--- config.mk ---
export PLATFORM = sky130hd
export DESIGN_NAME = sdiv_select_seq
export DESIGN_NICKNAME = d
export VERILOG_FILES = /design/src/rtl/sdiv_select_seq.sv
export SDC_FILE = /design/constraint.sdc
export NUM_CORES = 2
export LEC_CHECK = 0
export BUFFER_PORTS_ARGS = -buffer_cell sky130_fd_sc_hd__buf_2
export CORE_ASPECT_RATIO = 1.75
export CORE_MARGIN = 1.5
export CORE_UTILIZATION = 65
export CTS_BUF_LIST = sky130_fd_sc_hd__clkbuf_4 sky130_fd_sc_hd__clkbuf_8
export DETAILED_ROUTE_END_ITERATION = 6
export PLACE_DENSITY_LB_ADDON = 0.3
export SYNTH_ARGS = -nofsm -noshare
export SYNTH_HDL_FRONTEND = slang
export SYNTH_SLANG_ARGS = --single-unit
--- constraint.sdc ---
create_clock -name clk -period 66.5 [get_ports clk]
set_input_delay 19.95 -clock clk [delete_from_list [all_inputs] [get_ports clk]]
set_output_delay 19.95 -clock clk [all_outputs]
set_load 0.05 [all_outputs]
--- src/rtl/sdiv_select_seq.sv ---
// sdiv_select_seq
//   Multicycle signed divide/select unit. One restoring divider is shared by
//   two divisions:
//     e = a / b, g = a % b   (first pass)
//     f = c / d              (second pass)
//   After both passes it registers z = (g == zero) ? f : e.
//   Division by zero gives quotient 0 and remainder = dividend. The dbz output
//   flags a zero divisor in the operation that just finished.
//   MIN / -1 wraps to MIN with remainder 0.
//
// Optional build macro:
//   SDIV_SELECT_EARLY_EXIT_EN - if g != zero after the first pass, f cannot be
//     selected. The second pass is then skipped and only b==0 feeds dbz.
//
// Ports:
//   clk, rst       clock (rising edge) and asynchronous active-high reset
//   start          operation request; only sampled while idle
//   a, b, c, d     signed dividends and divisors, latched on the start edge
//   zero           signed compare value for g, latched on the start edge
//   busy           high while an operation is in flight
//   done           one-cycle pulse when z and dbz update
//   z              selected signed result, held between operations
//   dbz            divide-by-zero flag for the last operation
module sdiv_select_seq #(
  parameter int DATAWIDTH = 64
) (
  input  logic                 clk,
  input  logic                 rst,
  input  logic                 start,
  input  logic [DATAWIDTH-1:0] a,
  input  logic [DATAWIDTH-1:0] b,
  input  logic [DATAWIDTH-1:0] c,
  input  logic [DATAWIDTH-1:0] d,
  input  logic [DATAWIDTH-1:0] zero,
  output logic                 busy,
  output logic                 done,
  output logic [DATAWIDTH-1:0] z,
  output logic                 dbz
);

  localparam int W = DATAWIDTH;
  localparam logic [W-1:0] ONE  = W'(1);
  localparam logic [6:0]   LAST = 7'(W - 1);

  typedef enum logic [1:0] {IDLE, DIV_AB, DIV_CD, SEL} state_t;

  state_t state_q, state_d;

  logic [W-1:0] a_q, b_q, c_q, d_q, zero_q;
  logic [W-1:0] e_q, f_q, g_q;
  logic [W:0]   rem_q;   // partial remainder, one bit wider for the compare
  logic [W-1:0] quo_q;   // dividend magnitude shifting out, quotient shifting in
  logic [6:0]   cnt_q;

  // Two's-complement magnitude. The result is read as unsigned, so |MIN|
  // (a single 1 in the MSB) still fits in W bits.
  function automatic logic [W-1:0] mag(input logic [W-1:0] x);
    mag = x[W-1] ? (~x + ONE) : x;
  endfunction

  // Operand pair for the pass that is currently running.
  logic         cd_phase;
  logic [W-1:0] dvd_op, dvs_op;
  logic [W:0]   dvs_ext, rem_sh, rem_nx;
  logic [W-1:0] quo_nx, q_s, r_s, q_fin, r_fin;
  logic         ge, last, div0;

  always_comb begin
    cd_phase = (state_q == DIV_CD);
    dvd_op   = cd_phase ? c_q : a_q;
    dvs_op   = cd_phase ? d_q : b_q;
    dvs_ext  = {1'b0, mag(dvs_op)};
    // One restoring step. Bring down the next dividend bit, then subtract if
    // the result would not go negative.
    rem_sh   = {rem_q[W-1:0], quo_q[W-1]};
    ge       = (rem_sh >= dvs_ext);
    rem_nx   = ge ? (rem_sh - dvs_ext) : rem_sh;
    quo_nx   = {quo_q[W-2:0], ge};
    last     = (cnt_q == LAST);
    // Restore the signs. Quotient truncates toward zero. Remainder follows the
    // sign of the dividend.
    q_s      = (dvd_op[W-1] ^ dvs_op[W-1]) ? (~quo_nx + ONE) : quo_nx;
    r_s      = dvd_op[W-1] ? (~rem_nx[W-1:0] + ONE) : rem_nx[W-1:0];
    div0     = (dvs_op == '0);
    q_fin    = div0 ? '0 : q_s;
    r_fin    = div0 ? dvd_op : r_s;
  end

  always_ff @(posedge clk or posedge rst) begin
    if (rst) state_q <= IDLE;
    else     state_q <= state_d;
  end

  always_comb begin
    state_d = state_q;
    case (state_q)
      IDLE:   if (start) state_d = DIV_AB;
      DIV_AB: if (last) begin
`ifdef SDIV_SELECT_EARLY_EXIT_EN
                // g != zero means e is the result, so f is not needed.
                state_d = (r_fin != zero_q) ? SEL : DIV_CD;
`else
                state_d = DIV_CD;
`endif
              end
      DIV_CD: if (last) state_d = SEL;
      SEL:    state_d = IDLE;
      default: state_d = IDLE;
    endcase
  end

  always_ff @(posedge clk or posedge rst) begin
    if (rst) begin
      a_q    <= '0;
      b_q    <= '0;
      c_q    <= '0;
      d_q    <= '0;
      zero_q <= '0;
      e_q    <= '0;
      f_q    <= '0;
      g_q    <= '0;
      rem_q  <= '0;
      quo_q  <= '0;
      cnt_q  <= '0;
      busy   <= 1'b0;
      done   <= 1'b0;
      z      <= '0;
      dbz    <= 1'b0;
    end else begin
      done <= 1'b0;
      case (state_q)
        IDLE: if (start) begin
          a_q    <= a;
          b_q    <= b;
          c_q    <= c;
          d_q    <= d;
          zero_q <= zero;
          rem_q  <= '0;
          quo_q  <= mag(a);
          cnt_q  <= '0;
          busy   <= 1'b1;
        end
        DIV_AB: begin
          rem_q <= rem_nx;
          quo_q <= quo_nx;
          cnt_q <= cnt_q + 7'd1;
          if (last) begin
            e_q   <= q_fin;
            g_q   <= r_fin;
            // Load the c/d pass directly.
            rem_q <= '0;
            quo_q <= mag(c_q);
            cnt_q <= '0;
          end
        end
        DIV_CD: begin
          rem_q <= rem_nx;
          quo_q <= quo_nx;
          cnt_q <= cnt_q + 7'd1;
          if (last) f_q <= q_fin;
        end
        SEL: begin
          z    <= (g_q == zero_q) ? f_q : e_q;
`ifdef SDIV_SELECT_EARLY_EXIT_EN
          // The c/d pass ran only when g matched zero.
          dbz  <= (b_q == '0) | ((d_q == '0) & (g_q == zero_q));
`else
          dbz  <= (b_q == '0) | (d_q == '0);
`endif
          done <= 1'b1;
          busy <= 1'b0;
        end
        default: ;
      endcase
    end
  end

endmodule

==> impl.org <==
** Timing
- The final hold violation count was 0.
- Final setup violation count :: 0
- The final number of max-transition violations came to 5.
- Of the available clock period, the critical path in the final layout requires 0.363.
- Timing would allow up to 41.5 MHz.
- The clock arrives with 0.0547 ns of skew.
- Tightest Pin Transition :: 1.58 ns
- Relative slew slack :: -0.0604
- Adding up every negative setup slack in the final design gives 0 ns.
- Setup repair after global routing left no endpoint under its margin.
- Time the worst path needs with I/O delays and setup :: 24.12 ns

** Placement
- Detailed placement HPWL :: 129,000 µm
- Port-buffer cells :: 389
- After detailed placement, the total cell area comes to 46,400 µm².
- Last weighted congestion value of the routability-driven placer :: 1.09

** Die
- 390 I/O pins were placed.
- Die ar. :: 69,200 µm²
- Die X-Extent :: 199 µm
- Row generation in the floorplan step produced 125 rows.
- The die is 347 µm tall.
- The core region is 66,600 µm².
- Initial core utilization :: 0.659

** Synthesis
- Summed over all instances, the cell type with the most area after synthesis is dfrtp_1.
- Cell Area, Synth :: 43,900 µm²
- Share of async-settable or async-resettable flops after synthesis :: 1.00
- Top post-synthesis cells by area :: dfrtp_1, mux2_2, xnor2_1
- Number of instances in the synthesized netlist :: 4,763
- Unique masters post-synth :: 87
- Dividing the synthesized area by the synthesized cell count gives 9.21 µm².
- Syn_nets :: 5,161
- Number of synthesized flops with an enable pin :: 0
- Of the post-synthesis cell area, the dominant cell type holds 0.408.
- Post-synth top flop :: dfrtp_1
- For this run, the register share of the synthesized area comes to 0.408.
- Counting flops and latches in the post-synthesis netlist gives 716.
- Yosys printed 0 warnings.

** Clock tree
- Clock-pin slew reported for the worst setup and hold paths after clock tree synthesis :: 0.07 ns
- TritonCTS built the clock tree.
- CTS built an H-tree with a depth of 3.
- Buffer depth of the longest clock path :: 3
- Post-CTS Hold Buffers :: 0
- Post-CTS repair changed the size of 0 cells.
- The cell sitting at the root of the clock tree is a clkbuf_8.
- Buffers added to address setup during post-CTS repair amount to 0.
- Number of buffers added by the clock tree synthesis step :: 101
- Clock latency at the later pin of the worst-skew pair :: 0.79 ns
- CTS Sinks :: 716

** Global routing
- The total overflow left after global routing is 0.
- Number of global-route vias before repair :: 40,900
- Wire length of the first global-routing pass :: 255,000 µm
- Entering global routing, the biggest net connects 191 pins.
- The number of antenna violations at the first check in global routing was 22.
- GRT Util Overall :: 0.503

** Hold path
- In this run the worst hold path is classified as register to register.

** Critical path
- Startpoint Class :: input pin
- Largest fanout on the critical path :: 7
- For this design, the slowest cell found on the critical path is nor3b_2.
- Arrival time of data at the critical path endpoint :: 24.81 ns
- On the worst path, the slowest cell contributes a delay of 0.65 ns.
- The worst setup path is captured at a register.
- The worst setup path is of the input pin to register kind.
- STA puts the critical path data required time at 67.20 ns.
- The signal on the critical path passes through buf_2 > nor4_2 > nor3b_2 > nand3_1 > or3_1 > or2_4 > or3_4 > or4_4 > or3_4 > or2_4 > o31ai_2 > xnor2_1 > a22oi_1 > a31oi_1.

** Status
- The checks that failed: DRC, capacitance limit, slew limit.
- Run status :: finished, violations left

** Layout
- Final-layout fill cell count :: 4,916
- Utilization after layout :: 0.735
- Leading cell types in the layout, fill and taps excluded :: dfrtp_1, nand2_1, o21ai_0
- Layout cells sized above 1 :: 0.203
- Net total in the final layout :: 5,417
- Synthesis-to-layout area growth :: 11.5%
- Leaving out fill and tap cells, the most frequent cell in the layout is dfrtp_1.
- Non-Filler Cell Area, Final :: 49,000 µm²

** Power and ir drop
- Power density over the cells :: 18.1 nW/µm²
- Highest ir drop seen on vdd :: 0.0000176 V
- For this design the static power due to leakage is 0.0242 µW.
- Of the total power, the share spent switching nets is 0.231.
- Gate power share :: 0.034
- Of the total power, the clock network draws 0.474.
- Reg power frac :: 0.492
- Internal Dissipation :: 681 µW
- Switching component of the power :: 204 µW

** Detailed routing
- The first detailed-routing pass ran for 7 iterations.
- The routed design has 174,000 µm of wire.
- Number of routed nets with antenna violations :: 0
- Across all layers, the routed design uses 41,100 vias.
- Average detailed-routed wire length per instance :: 28.9 µm
- Using the TritonRoute via totals, the vias-per-cell ratio works out to 6.84.
- After the first detailed-routing iteration, the DRC count stood at 4,244.
- Residual DRC :: 2

** Run
- Across the run, the number of max-cap violations was 3.
-- cell usage after synthesis (all sizes together), types with 21 or more instances --
library cell / instances
a211oi: 24
a21o: 29
a21oi: 361
a221oi: 25
a31oi: 43
and2: 21
and3: 28
buf: 42
clkbuf: 250
dfrtp: 716
ha: 74
inv: 38
mux2: 339
mux2i: 225
nand2: 562
nand2b: 24
nand3: 68
nand4: 68
nor2: 351
nor3: 101
nor4: 54
o211ai: 25
o21ai: 432
o31ai: 100
o41ai: 28
or2: 24
or3: 58
or4: 36
xnor2: 258
xor2: 145
-- flip-flops by register name, indices dropped and copies added, names as in the netlist --
| register | count |
|---|---|
| a_q | 64 |
| b_q | 64 |
| c_q | 64 |
| d_q | 64 |
| e_q | 64 |
| f_q | 64 |
| g_q | 64 |
| quo_q | 64 |
| rem_q | 64 |
| z | 64 |
| zero_q | 64 |
| cnt_q | 7 |
| state_q | 2 |
| busy | 1 |
| dbz | 1 |
| done | 1 |
-- power groups by stage --
stage / Combinational, µW / Clock, µW / Sequential [µW]
after floorplan: 11.7 / 0 / 444
after global placement: 29.5 / 0 / 444
after detailed placement: 29.8 / 0 / 444
after CTS: 30.1 / 418 / 435
after global routing: 33.1 / 437 / 435
final: 30.5 / 419 / 435
-- metal layers --
layer | wire (µm) | up-vias | share of wire | track usage
met1 | 53300 | 19700 | 0.31 | 0.498
met2 | 80300 | 2601 | 0.46 | 0.803
met4 | 23200 | 4 | 0.13 | 0.533
met3 | 16800 | 1017 | 0.097 | 0.150
met5 | 36 | - | 0.00021 | 0
li1 | - | 17800 | - | -
-- cell families after synthesis --
kind of cell               Yosys count  synth area share
adders and majority gates           75            0.0216
DFF                                716             0.408
muxes                              564             0.138
AOI/OAI and AO/OA                 1224             0.169
and+or+nand+nor                   1451             0.154
buffers and inverters              330            0.0288
xor gates and xnor gates           403            0.0804
-- final cells by class --
type / count / area, µm² / area share
diodes: 16 / 40.0 / 0.000818
inverters: 38 / 150 / 0.00307
clock buffers: 154 / 1990 / 0.0407
multi-input cells: 3717 / 24900 / 0.508
clock inverters: 33 / 487 / 0.00994
well taps: 889 / 1110 / 0.0227
repair buffers: 445 / 2400 / 0.0489
flip-flops and latches: 716 / 17900 / 0.366
-- metrics by stage --
step / total power [µW] / setup WS [ns] / std cells / hold WS, ns
global placement: 473 / 41.80 / 5804 / 0.457
detailed placement: 473 / 41.68 / 5804 / 0.463
floorplan: 456 / 26.47 / 4763 / 0.445
global route: 905 / 42.17 / 6006 / 0.501
CTS: 883 / 42.42 / 5991 / 0.479
finish: 885 / 42.38 / 6008 / 0.476
-- final timing paths --
path | start | end | slack [ns] | depth (start not counted)
min | e_q[35] | e_q[35] | 0.48 | 2
min reg2reg | e_q[35] | e_q[35] | 0.48 | 2
min in group asynchronous | rst | z[60] | 19.26 | 2
max in group asynchronous | rst | c_q[63] | 43.79 | 5
max reg2reg | state_q[0] | g_q[38] | 53.11 | 33
max | a[4] | quo_q[61] | 42.38 | 14
-- critical path, delay by kind of cell --
| kind | cells | cell delay (ns) |
|---|---|---|
| buffers and inverters | 1 | 0.13 |
| AOI/OAI and AO/OA | 3 | 0.56 |
| xor gates and xnor gates | 1 | 0.15 |
| and+or+nand+nor | 9 | 4.00 |
Power figures use the tool's default switching activity.
